### src/rtl/proc_if_pkg.sv
// Shared send/ack encodings and receiver state type for the processor handshake.
package proc_if_pkg;

  localparam logic [1:0] SEND_IDLE = 2'b00;
  localparam logic [1:0] SEND_REQ  = 2'b01;

  localparam logic [1:0] ACK_IDLE  = 2'b00;
  localparam logic [1:0] ACK_DONE  = 2'b01;

  typedef enum logic {
    IDLE  = 1'b0,
    ACKED = 1'b1
  } rx_state_t;

  function automatic logic [1:0] ack_of(input rx_state_t s);
    return (s == ACKED) ? ACK_DONE : ACK_IDLE;
  endfunction

endpackage

### src/rtl/fifo_sync.sv
// Synchronous show-ahead FIFO; head word is visible whenever the buffer is non-empty.
module fifo_sync #(
  parameter int unsigned DATA_W = 16,
  parameter int unsigned DEPTH  = 4
) (
  input  logic                       clk,
  input  logic                       rst,
  input  logic                       wr_en,
  input  logic [DATA_W-1:0]          wr_data,
  input  logic                       rd_en,
  output logic [DATA_W-1:0]          rd_data,
  output logic [$clog2(DEPTH+1)-1:0] count,
  output logic                       full,
  output logic                       empty
);

  localparam int unsigned PTR_W = (DEPTH > 1) ? $clog2(DEPTH) : 1;
  localparam int unsigned CNT_W = $clog2(DEPTH + 1);

  logic [DATA_W-1:0] mem [DEPTH];
  logic [PTR_W-1:0]  wr_ptr;
  logic [PTR_W-1:0]  rd_ptr;
  logic              do_wr;
  logic              do_rd;

  assign full  = (count == CNT_W'(DEPTH));
  assign empty = (count == '0);
  assign do_wr = wr_en && !full;
  assign do_rd = rd_en && !empty;

  // Power-of-two depth lets the pointers wrap by natural overflow.
  always_ff @(posedge clk) begin
    if (rst) begin
      wr_ptr <= '0;
      rd_ptr <= '0;
      count  <= '0;
    end else begin
      if (do_wr) wr_ptr <= wr_ptr + PTR_W'(1);
      if (do_rd) rd_ptr <= rd_ptr + PTR_W'(1);
      case ({do_wr, do_rd})
        2'b10:   count <= count + CNT_W'(1);
        2'b01:   count <= count - CNT_W'(1);
        default: count <= count;
      endcase
    end
  end

  always_ff @(posedge clk) begin
    if (do_wr) mem[wr_ptr] <= wr_data;
  end

  assign rd_data = empty ? '0 : mem[rd_ptr];

endmodule

### src/rtl/fsm_receptor.sv
// Responder side of the send/ack handshake: captures one word per request into a
// show-ahead buffer, stalls while full, and flags illegal send encodings.
module fsm_receptor
  import proc_if_pkg::*;
#(
  parameter int unsigned DATA_W = 16,
  parameter int unsigned DEPTH  = 4
) (
  input  logic                       clk,
  input  logic                       rst,
  input  logic [1:0]                 send,
  input  logic [DATA_W-1:0]          dado,
  output logic [1:0]                 ack,
  input  logic                       rd_en,
  output logic [DATA_W-1:0]          rd_data,
  output logic                       rd_valid,
  output logic [$clog2(DEPTH+1)-1:0] count,
  output logic                       proto_err
);

  rx_state_t  state;
  rx_state_t  state_next;
  logic [1:0] ack_next;
  logic       proto_err_next;
  logic       wr_en;
  logic       full;
  logic       empty;
  logic       illegal;

  assign illegal = send[1];

  always_ff @(posedge clk) begin
    if (rst) begin
      state     <= IDLE;
      ack       <= ACK_IDLE;
      proto_err <= 1'b0;
    end else begin
      state     <= state_next;
      ack       <= ack_next;
      proto_err <= proto_err_next;
    end
  end

  // Only SEND_IDLE releases ACKED; full is judged on the registered count.
  always_comb begin
    state_next = state;
    case (state)
      IDLE:    if (send == SEND_REQ && !full) state_next = ACKED;
      ACKED:   if (send == SEND_IDLE)         state_next = IDLE;
      default: state_next = IDLE;
    endcase
  end

  always_comb begin
    ack_next       = ack_of(state_next);
    proto_err_next = proto_err || illegal;
    wr_en          = (state == IDLE) && (send == SEND_REQ) && !full;
  end

  fifo_sync #(
    .DATA_W (DATA_W),
    .DEPTH  (DEPTH)
  ) u_fifo (
    .clk     (clk),
    .rst     (rst),
    .wr_en   (wr_en),
    .wr_data (dado),
    .rd_en   (rd_en),
    .rd_data (rd_data),
    .count   (count),
    .full    (full),
    .empty   (empty)
  );

  assign rd_valid = !empty;

endmodule

### config.mk
export PLATFORM = sky130hd
export DESIGN_NAME = fsm_receptor
export DESIGN_NICKNAME = d
export VERILOG_FILES = /design/src/rtl/proc_if_pkg.sv /design/src/rtl/fifo_sync.sv /design/src/rtl/fsm_receptor.sv
export SDC_FILE = /design/constraint.sdc
export NUM_CORES = 1
export LEC_CHECK = 0
export BUFFER_PORTS_ARGS = -buffer_cell sky130_fd_sc_hd__buf_2
export CORE_UTILIZATION = 55
export CTS_CLUSTER_DIAMETER = 60
export DETAILED_ROUTE_END_ITERATION = 7
export GPL_ROUTABILITY_DRIVEN = 1
export PLACE_DENSITY = 0.85
export SETUP_SLACK_MARGIN = 0.1
export SLEW_MARGIN = 20
export SYNTH_ARGS = -nofsm -noshare
export SYNTH_HDL_FRONTEND = slang
export SYNTH_SLANG_ARGS = --single-unit
export TNS_END_PERCENT = 30
### constraint.sdc
create_clock -name clk -period 5.5 [get_ports clk]
set_input_delay 0.825 -clock clk [delete_from_list [all_inputs] [get_ports clk]]
set_output_delay 0.825 -clock clk [all_outputs]
set_load 0.02 [all_outputs]
* After elaboration in Yosys (flattened, before gate mapping)
Memories as Yosys holds them, arrays and structs flattened. A register that Yosys moved wholly into a read port is not among the register bits.
Cells that the tools add are included.
** Cells by class
- $add $sub $neg :: 4
- Equality and inequality tests :: 4
- Mux-type cells :: 10
- Bitwise operators :: 1
- Reductions and logical operators :: 11
** Operator list (count)
- 16-bit 2-to-1 mux :: 1
- 3-bit case mux with 2 select lines :: 1
- 1-bit logical AND :: 5
- 1-bit 2-to-1 mux :: 5
- 2-bit by 1-bit adder with 2-bit output (second input constant) :: 2
- 2-bit by 1-bit equality test with 1-bit output (second input constant) :: 2
- 2-bit 2-to-1 mux :: 2
- 3-bit by 1-bit adder with 3-bit output (second input constant) :: 1
- 3-bit equality test (second input constant) :: 1
- 3-bit zero test :: 1
- 3-bit by 1-bit subtractor with 3-bit output (second input constant) :: 1
- 2-bit equality test (second input constant) :: 1
- 1-bit zero test :: 2
- 2-bit zero test :: 1
- 1-bit case mux with 2 select lines :: 1
- 2-bit nonzero test :: 1
- 1-bit logical OR :: 1
- 1-bit NOT :: 1
** Word-level totals
- Bits in registers :: 11
- RAM bits :: 64
- Memories :: 1
** Memories
- u_fifo.mem :: depth 4, width 16, rd ports 1, clocked after Yosys merged registers in 1, write ports 1, line fifo_sync.sv:20 : logic [DATA_W-1:0] mem [DEPTH];

* Depth between registers and ports, before layout
Gate-level depths: netlist of run 1.
- Depth after elaboration :: 6
- Depth in mapped cells :: 9
- Depth with buffers taken out :: 9

* By module
A second synthesis of run 1 with hierarchy kept.
** Unflattened totals
- Cells, all modules :: 167
- Area total of the unflattened synthesis :: 3121.7 µm²
** Modules (own cells, without submodules)
- fifo_sync :: instances 1, cells an instance 155, area each 3019.1 µm², sequential area each 2102.0 µm²
- fsm_receptor :: instances 1, cells an instance 12, area each 102.6 µm², sequential area each 40.0 µm²

* Worst setup path after synthesis of run 1
OpenSTA, ideal clock, no wires.
- Path type :: in2reg
- Start point :: input port send[1]
- End point :: register u_fifo.count[2]
- Arrival time :: 2.201 ns
- Data required time :: 5.429 ns
- Slack :: 3.228 ns
- Stages :: 9
- Path buffers :: 0
- Cell sequence :: nor2_1 -> o311a_4 -> inv_1 -> ha_1 -> inv_1 -> fa_1 -> xor2_1 -> or3_1 -> a21oi_1
** Between the ends
- Longest elaborated chain between the ends :: 6
- Elaborated cells between the ends (all ways) :: 8
** RTL lines
- start, declared :: line fsm_receptor.sv:11 : input logic [1:0] send,
- 2-bit by 1-bit equality test with 1-bit output * :: line fsm_receptor.sv:57 : wr_en = (state == IDLE) && (send == SEND_REQ) && !full;
- 1-bit logical AND * (2 in series) :: line fsm_receptor.sv:57
- 1-bit logical AND * :: line fifo_sync.sv:28 : assign do_wr = wr_en && !full;
- 2-bit by 1-bit equality test with 1-bit output or 2-bit equality test (tied branches) :: line fifo_sync.sv:40 : case ({do_wr, do_rd})
- 3-bit case mux with 2 select lines or 2-bit nonzero test (tied branches)
- end signal, assigned :: line fifo_sync.sv:41 : 2'b10: count <= count + CNT_W'(1);
- end signal, assigned :: line fifo_sync.sv:42 : 2'b01: count <= count - CNT_W'(1);
- end signal, assigned :: line fifo_sync.sv:43 : default: count <= count;
- end, declared :: line fifo_sync.sv:12 : output logic [$clog2(DEPTH+1)-1:0] count,
Mark *: on every way between the ends. The rest lies on a longest branch, timed or not.
A chain may end at the register's enable or synchronous reset.

==> impl_metrics.toml, run 1 <==
[outcome]
status = "finished clean"

[cts]
clock-sinks = 75
cts_made_buffers = 9
h-tree-depth = 3
cts_hold_buf = 0
clk_pin_slew_ps = 70
post-cts-setup-buffer-count = 0
ctsResizeCount = 0
cts_tree = "built"
clockRootBuffer = "clkbuf_8"
cts_max_path_buffers = 2
clk_latency_ps = 340

[min_path]
min_to = "proto_err"
whs_path_depth = 2
hold_start = "proto_err"
hp-class = "reg -> reg"

[setup_path]
cp_slowest_cell = "dfxtp_2"
cp_data_required_time_ps = 4680
crit_buf_inv = 1
max_stage_delay_ps = 690
crit_path_cell_trace = "mux4_1 > nor2b_1 > buf_2"
crit_fanout = 16
path_class = "reg -> out"
reg2reg_setup_slack_ps = 3260
worstPathArrival_ps = 2020
critPathLaunchType = "flop"
worstSetupEndpointType = "primary output"
r2r-end = "u_fifo.count[2]"
critPathTopFamily = "flip-flops"
reg2regPathDepth = 9
rr_startpoint = "u_fifo.count[2]"

[logic_synthesis]
synth_common_cells = "64 x edfxtp_1, 12 x nor2b_1, 11 x dfxtp_1"
synthArstFlopShare_pct = 0
synth_area_leader_cell = "edfxtp_1"
synth_edf_count = 64
synth.most_common_cell = "edfxtp_1"
syn_nets = 192
synth_top_area_share_pct = 62.8
synth_area_per_cell_um2 = 18.5
synth_cell_type_count = 28
netlist_instances = 165
yosysSeqAreaShare_pct = 70.0
synth-seq-cells = 75
synth_area_leaders = "edfxtp_1 63%, mux4_2 7.4%, dfxtp_1 7.2%, mux4_1 5.2%, nor2b_1 2.5%"
yosys_most_used_dff = "edfxtp_1"
synth_area_um2 = 3060
ys.warnings.count = 0

[cells_and_area]
nets = 237
fill_cells = 364
multi_input_area_um2 = 818
area_growth_syn_to_layout_pct = 15.3
seq_area_um2 = 2140
drive_gt1_share_pct = 34.0
antenna_cells = 0
final_cell_area_um2 = 3530

[floorplanning]
fp.dieArea_um2 = 5860
start_util_pct = 58.4
die-width_um = 76.6
core_um2 = 5240
num_rows = 26
io_pins = 44
die_y_um = 76.6

[pwr]
power_frac_seq_pct = 43.7
pwr-share-clk_pct = 30.2
p_leak_nw = 1.28
power.share.switching_pct = 29.3
power.density_nw_per_um2 = 459
vdd_ir_drop_max_mv = 0.324
total_power_mw = 1.62
power_switching_mw = 0.475
combPwrFrac_pct = 26.1
p_int_mw = 1.14

[sta]
rsz0062_at_grt = "no"
drv_slew = 0
setup_viol = 0
tns_ps = 0
fmax_mhz = 352
clock_skew_ps = 7.08
worst_pin_slew_ps = 1030
period_minus_slack_ps = 2840
finalCritPeriodShare_pct = 51.7
final_hold_viol_count = 0
slew_headroom_pct = 31.2

[routing]
drt-initial-drc-count = 87
vias = 1509
detail_route.wl_per_cell_um = 17.3
postRouteAntennaNets = 0
finalWirelength_um = 4930
drc = 0
via_per_inst = 5.29
drt_pre_antenna_iters = 4

[global_route]
grt_usage_pct = 19.1
grt_pass1_wl_um = 7890
antenna_found_initial = 0
grt_pass1_vias = 1543
grt_overflow_total = 0
grt_max_degree = 20

[placed_design]
gp_congestion = 0.748
io_buffers = 42
dpl.hpwl_um = 3100
place_area_um2 = 3290

[job]
cap_violations = 0
-- cell type report --
type	instances	area share [%]
Tap cell	70	2.48
Inverter	9	0.958
Clock buffer	12	3.83
Sequential cell	75	60.8
Clock inverter	4	2.80
Timing Repair Buffer	42	5.96
Multi-Input combinational cell	73	23.2
-- worst max-delay path by stage --
stage	startpoint	end	slack, ps	depth (start not counted)
after floorplan	send[1]	u_fifo.count[2]	3230	9
after global placement	flop	rd_data[15]	2670	3
after detailed placement	flop	rd_data[1]	2630	3
after CTS	flop	rd_data[1]	2240	3
after global routing	flop	rd_data[1]	2520	3
final	flop	rd_data[1]	2660	3
-- worst reg2reg max path, cell delays in order (launching register included) --
cell and delay (ps):
dfxtp_1 450, inv_1 80, o311a_4 350, inv_1 80, ha_1 180, inv_1 60
fa_1 370, xor2_1 160, or3_1 310, a21oi_1 130
-- through the flow --
| stage | instances | hold slack (ps) | worst slack [ps] | utilization, % |
|---|---|---|---|---|
| after floorplan | 165 | 459 | 3230 | - |
| after global placement | 269 | 440 | 2670 | 62.9 |
| after detailed placement | 269 | 460 | 2630 | 62.9 |
| after CTS | 285 | 476 | 2240 | 67.3 |
| after global routing | 285 | 513 | 2520 | 67.3 |
| final | 285 | 469 | 2660 | 67.3 |
-- power by group through the flow --
stage	sequential [mW]	clock, mW	combinational (mW)
global placement	0.719	0	0.415
global route	0.717	0.521	0.455
CTS	0.709	0.497	0.428
finish	0.707	0.489	0.423
floorplan	0.692	0	0.353
detailed placement	0.722	0	0.426
-- kinds of logic after synthesis --
group                      count (synthesis)  share of synthesized area, %
other                                      1                         0.123
xor gates and xnor gates                   3                         0.859
adders and majority gates                  6                          2.70
DFF                                       75                          70.0
buffers and inverters                     17                          3.23
and+or+nand+nor                           36                          7.77
muxes                                     18                          13.2
AOI/OAI and AO/OA                          9                          2.09
-- metal layers --
layer	routed length (µm)	track usage, %
met4	53	8.65
met1	2140	23.5
met3	236	6.11
met2	2500	31.2
met5	0	0
-- layout by cell type (no fill, tap or decap), drive strengths merged, types with 2 or more instances in the layout --
master,instances
bufinv,3
nor2,10
inv,9
nor2b,16
buf,42
and2,4
xor2,3
nand2b,2
clkbuf,12
or3,2
o21ai,3
edfxtp,64
a21oi,4
ha,5
mux4,16
dfxtp,11
-- registers in the layout, summed over array words and instances (netlist names), named ones only --
| name | cells |
|---|---|
| u_fifo.wr_ptr | 2 |
| u_fifo.count | 3 |
| state | 1 |
| u_fifo.mem | 64 |
| u_fifo.rd_ptr | 2 |
| proto_err | 1 |
Power figures use the tool's default switching activity.
==> run 2: changes to the inputs <==
--- a/config.mk
+++ b/config.mk
@@ -5,6 +5,7 @@
 export SDC_FILE = /design/constraint.sdc
 export NUM_CORES = 1
 export LEC_CHECK = 0
+export ABC_AREA = 1
 export BUFFER_PORTS_ARGS = -buffer_cell sky130_fd_sc_hd__buf_2
 export CORE_UTILIZATION = 55
 export CTS_CLUSTER_DIAMETER = 60
==> constraint.sdc (replaced) <==
create_clock -name clk -period 2.7 [get_ports clk]
set_input_delay 0.405 -clock clk [delete_from_list [all_inputs] [get_ports clk]]
set_output_delay 0.405 -clock clk [all_outputs]
set_load 0.02 [all_outputs]
==> run 2 against run 1 <==
Compared with the run above:
- synthesized area increased by 1.3%
- clock-buffer cell count is the same
- die area grew 1.3%
- final cell count grew 38%
- sequential power grew 98%
- synthesized cell count up 65%
- cell area is 0.89% lower
- non-clock buffer count increased by 7
- flip-flop and latch count did not move
- via count is 33% higher
- worst setup slack got worse by 2100 ps
- critical path depth grew 1
- critical path type unchanged
- critical endpoint unchanged
- largest power group unchanged
==> impl_metrics.toml, run 2 <==
[cells_and_area]
drive_gt1_share_pct = 20.7
fill_cells = 397
area_growth_syn_to_layout_pct = 12.8
largest_reg_flops = 64
antenna_cells = 0
nets = 346
layout_commonest_cell = "nor2_1"
final_cell_mix = "77 x nor2_1, 64 x edfxtp_1, 42 x buf_2"
regMostFlops = "u_fifo.mem"
reg.largest.list = "u_fifo.mem: 64 flops, u_fifo.count: 3 flops"

[floorplanning]
die-width_um = 77.1
fp.dieArea_um2 = 5940
num_rows = 26
start_util_pct = 58.8
io_pins = 44
core_um2 = 5270
die_y_um = 77.1

[pwr]
vdd_ir_drop_max_mv = 0.598
power.share.switching_pct = 37.2
p_leak_nw = 1.36
power.density_nw_per_um2 = 906
p_int_mw = 1.99
pwr-share-clk_pct = 21.7
combPwrFrac_pct = 34.3
power_switching_mw = 1.18
power_frac_seq_pct = 44.0

[logic_synthesis]
synth_common_cells = "77 x nor2_1, 64 x edfxtp_1, 30 x o21ai_1"
synth-simple-area-share_pct = 12.8
netlist_instances = 272
synth_area_um2 = 3100
synth-seq-cells = 75
synth_top_family_by_area = "simple AND/OR/NAND/NOR gates"
synth_compound_area_share_pct = 9.20
synth.most_common_cell = "nor2_1"
ys.warnings.count = 0
yosys_most_used_dff = "edfxtp_1"
synth_mux_area_share_pct = 0
synth_area_leader_cell = "edfxtp_1"
synthAdderAreaFrac_pct = 2.66
synth_area_per_cell_um2 = 11.4
yosysSeqAreaShare_pct = 69.1
synth_edf_count = 64
syn_nets = 299
synth_cell_type_count = 21
synth_area_leaders = "edfxtp_1 62%, nor2_1 9.3%, dfxtp_1 7.1%, o21ai_1 4.8%, a21oi_1 3.6%"
synth_top_area_share_pct = 62.0
synthXorXnorAreaFrac_pct = 0
synthArstFlopShare_pct = 0

[global_route]
grt_overflow_total = 0
grt_pass1_vias = 1976
antenna_found_initial = 0
grt_max_degree = 33
grt_usage_pct = 21.3
grt_pass1_wl_um = 9220

[routing]
via_per_inst = 5.10
vias = 2010
detail_route.wl_per_cell_um = 14.5
finalWirelength_um = 5710
drc = 0
drt_pre_antenna_iters = 4
postRouteAntennaNets = 0
drt-initial-drc-count = 140

[setup_path]
path_class = "reg -> out"
reg2reg_setup_slack_ps = 860
crit_fanout = 32
cp_data_required_time_ps = 2300
critPathLaunchType = "flop"
reg2regPathDepth = 12
cp_slowest_cell = "inv_2"
r2r-end = "u_fifo.count[2]"
crit_buf_inv = 2
critPathTopFamily = "buffers and inverters"
crit_path_cell_trace = "inv_2 > o21ai_1 > a21oi_1 > buf_2"
worstSetupEndpointType = "primary output"
max_stage_delay_ps = 450
rr_startpoint = "u_fifo.count[1]"
worstPathArrival_ps = 1770

[cts]
cts_made_buffers = 9
cts_tree = "built"
clock-sinks = 75
cts_max_path_buffers = 2
post-cts-setup-buffer-count = 0
cts_hold_buf = 0
clk_latency_ps = 340
ctsResizeCount = 0
clockRootBuffer = "clkbuf_8"
clk_pin_slew_ps = 70
h-tree-depth = 3

[min_path]
min_to = "u_fifo.mem[1][9]"
whs_path_depth = 1
hp-class = "in -> reg"
hold_start = "dado[9]"

[placed_design]
dpl.hpwl_um = 3660
gp_congestion = 0.826
place_ws_ps = 858
io_buffers = 42

[sta]
period_minus_slack_ps = 2180
finalCritPeriodShare_pct = 80.7
slew_headroom_pct = 64.5
worst_pin_slew_ps = 531
drv_slew = 0
final_hold_viol_count = 0
setup_viol = 0
finalWorstSetupSlack_ps = 521
tns_ps = 0
rsz0062_at_grt = "no"
clock_skew_ps = 6.52
fmax_mhz = 459

[outcome]
status = "finished clean"

[job]
cap_violations = 0
==> run 2: worst max-delay path by stage <==
stage               cells past startpoint          endpoint  slack (ps)
floorplan                               4  u_fifo.mem[0][0]         810
global placement                       13   u_fifo.count[2]         910
detailed placement                      7   u_fifo.count[1]         860
CTS                                     4        rd_data[1]         480
global route                            4        rd_data[1]         360
finish                                  4        rd_data[1]         520
==> run 2: cells by family after synthesis <==
family / Yosys count
AO/OA/AOI/OAI: 57
adder cells (fa/ha/maj): 6
buffers and inverters: 34
flip-flops: 75
other: 1
AND/OR/NAND/NOR: 99
==> run 2: layer usage <==
layer,global-route usage (%),vias to the layer above,routed length [µm]
met3,4.88,14,238
met4,14.0,0,148
met2,34.4,55,2970
met1,25.6,931,2350
met5,0,-,0
li1,-,1010,-
==> run 2: area by class of cell <==
cell class | count | area, µm² | share of cell area (%)
tap | 70 | 87.6 | 2.51
multi-input combinational | 163 | 769 | 22.0
sequential | 75 | 2140 | 61.3
timing repair buffer | 49 | 263 | 7.52
inverter | 21 | 81.3 | 2.33
clock buffer | 12 | 135 | 3.87
clock inverter | 4 | 17.5 | 0.501
==> run 2: stage by stage <==
stage / util (%) / power, mW / area (µm²) / cells / hold WS (ps)
final: 66.3 / 3.17 / 3500 / 394 / 277
after global routing: 66.3 / 3.36 / 3500 / 394 / 262
after CTS: 66.3 / 3.20 / 3500 / 394 / 257
after detailed placement: 63.4 / 2.52 / 3340 / 378 / 485
after global placement: 63.4 / 2.48 / 3340 / 378 / 471
after floorplan: - / 2.22 / 3100 / 272 / 459
==> run 2: power by group through the flow <==
| stage | Clock (mW) | Combinational [mW] | Sequential (mW) |
|---|---|---|---|
| floorplan | 0 | 0.802 | 1.42 |
| global placement | 0 | 1.07 | 1.42 |
| detailed placement | 0 | 1.09 | 1.42 |
| CTS | 0.704 | 1.10 | 1.40 |
| global route | 0.742 | 1.21 | 1.40 |
| finish | 0.688 | 1.09 | 1.40 |
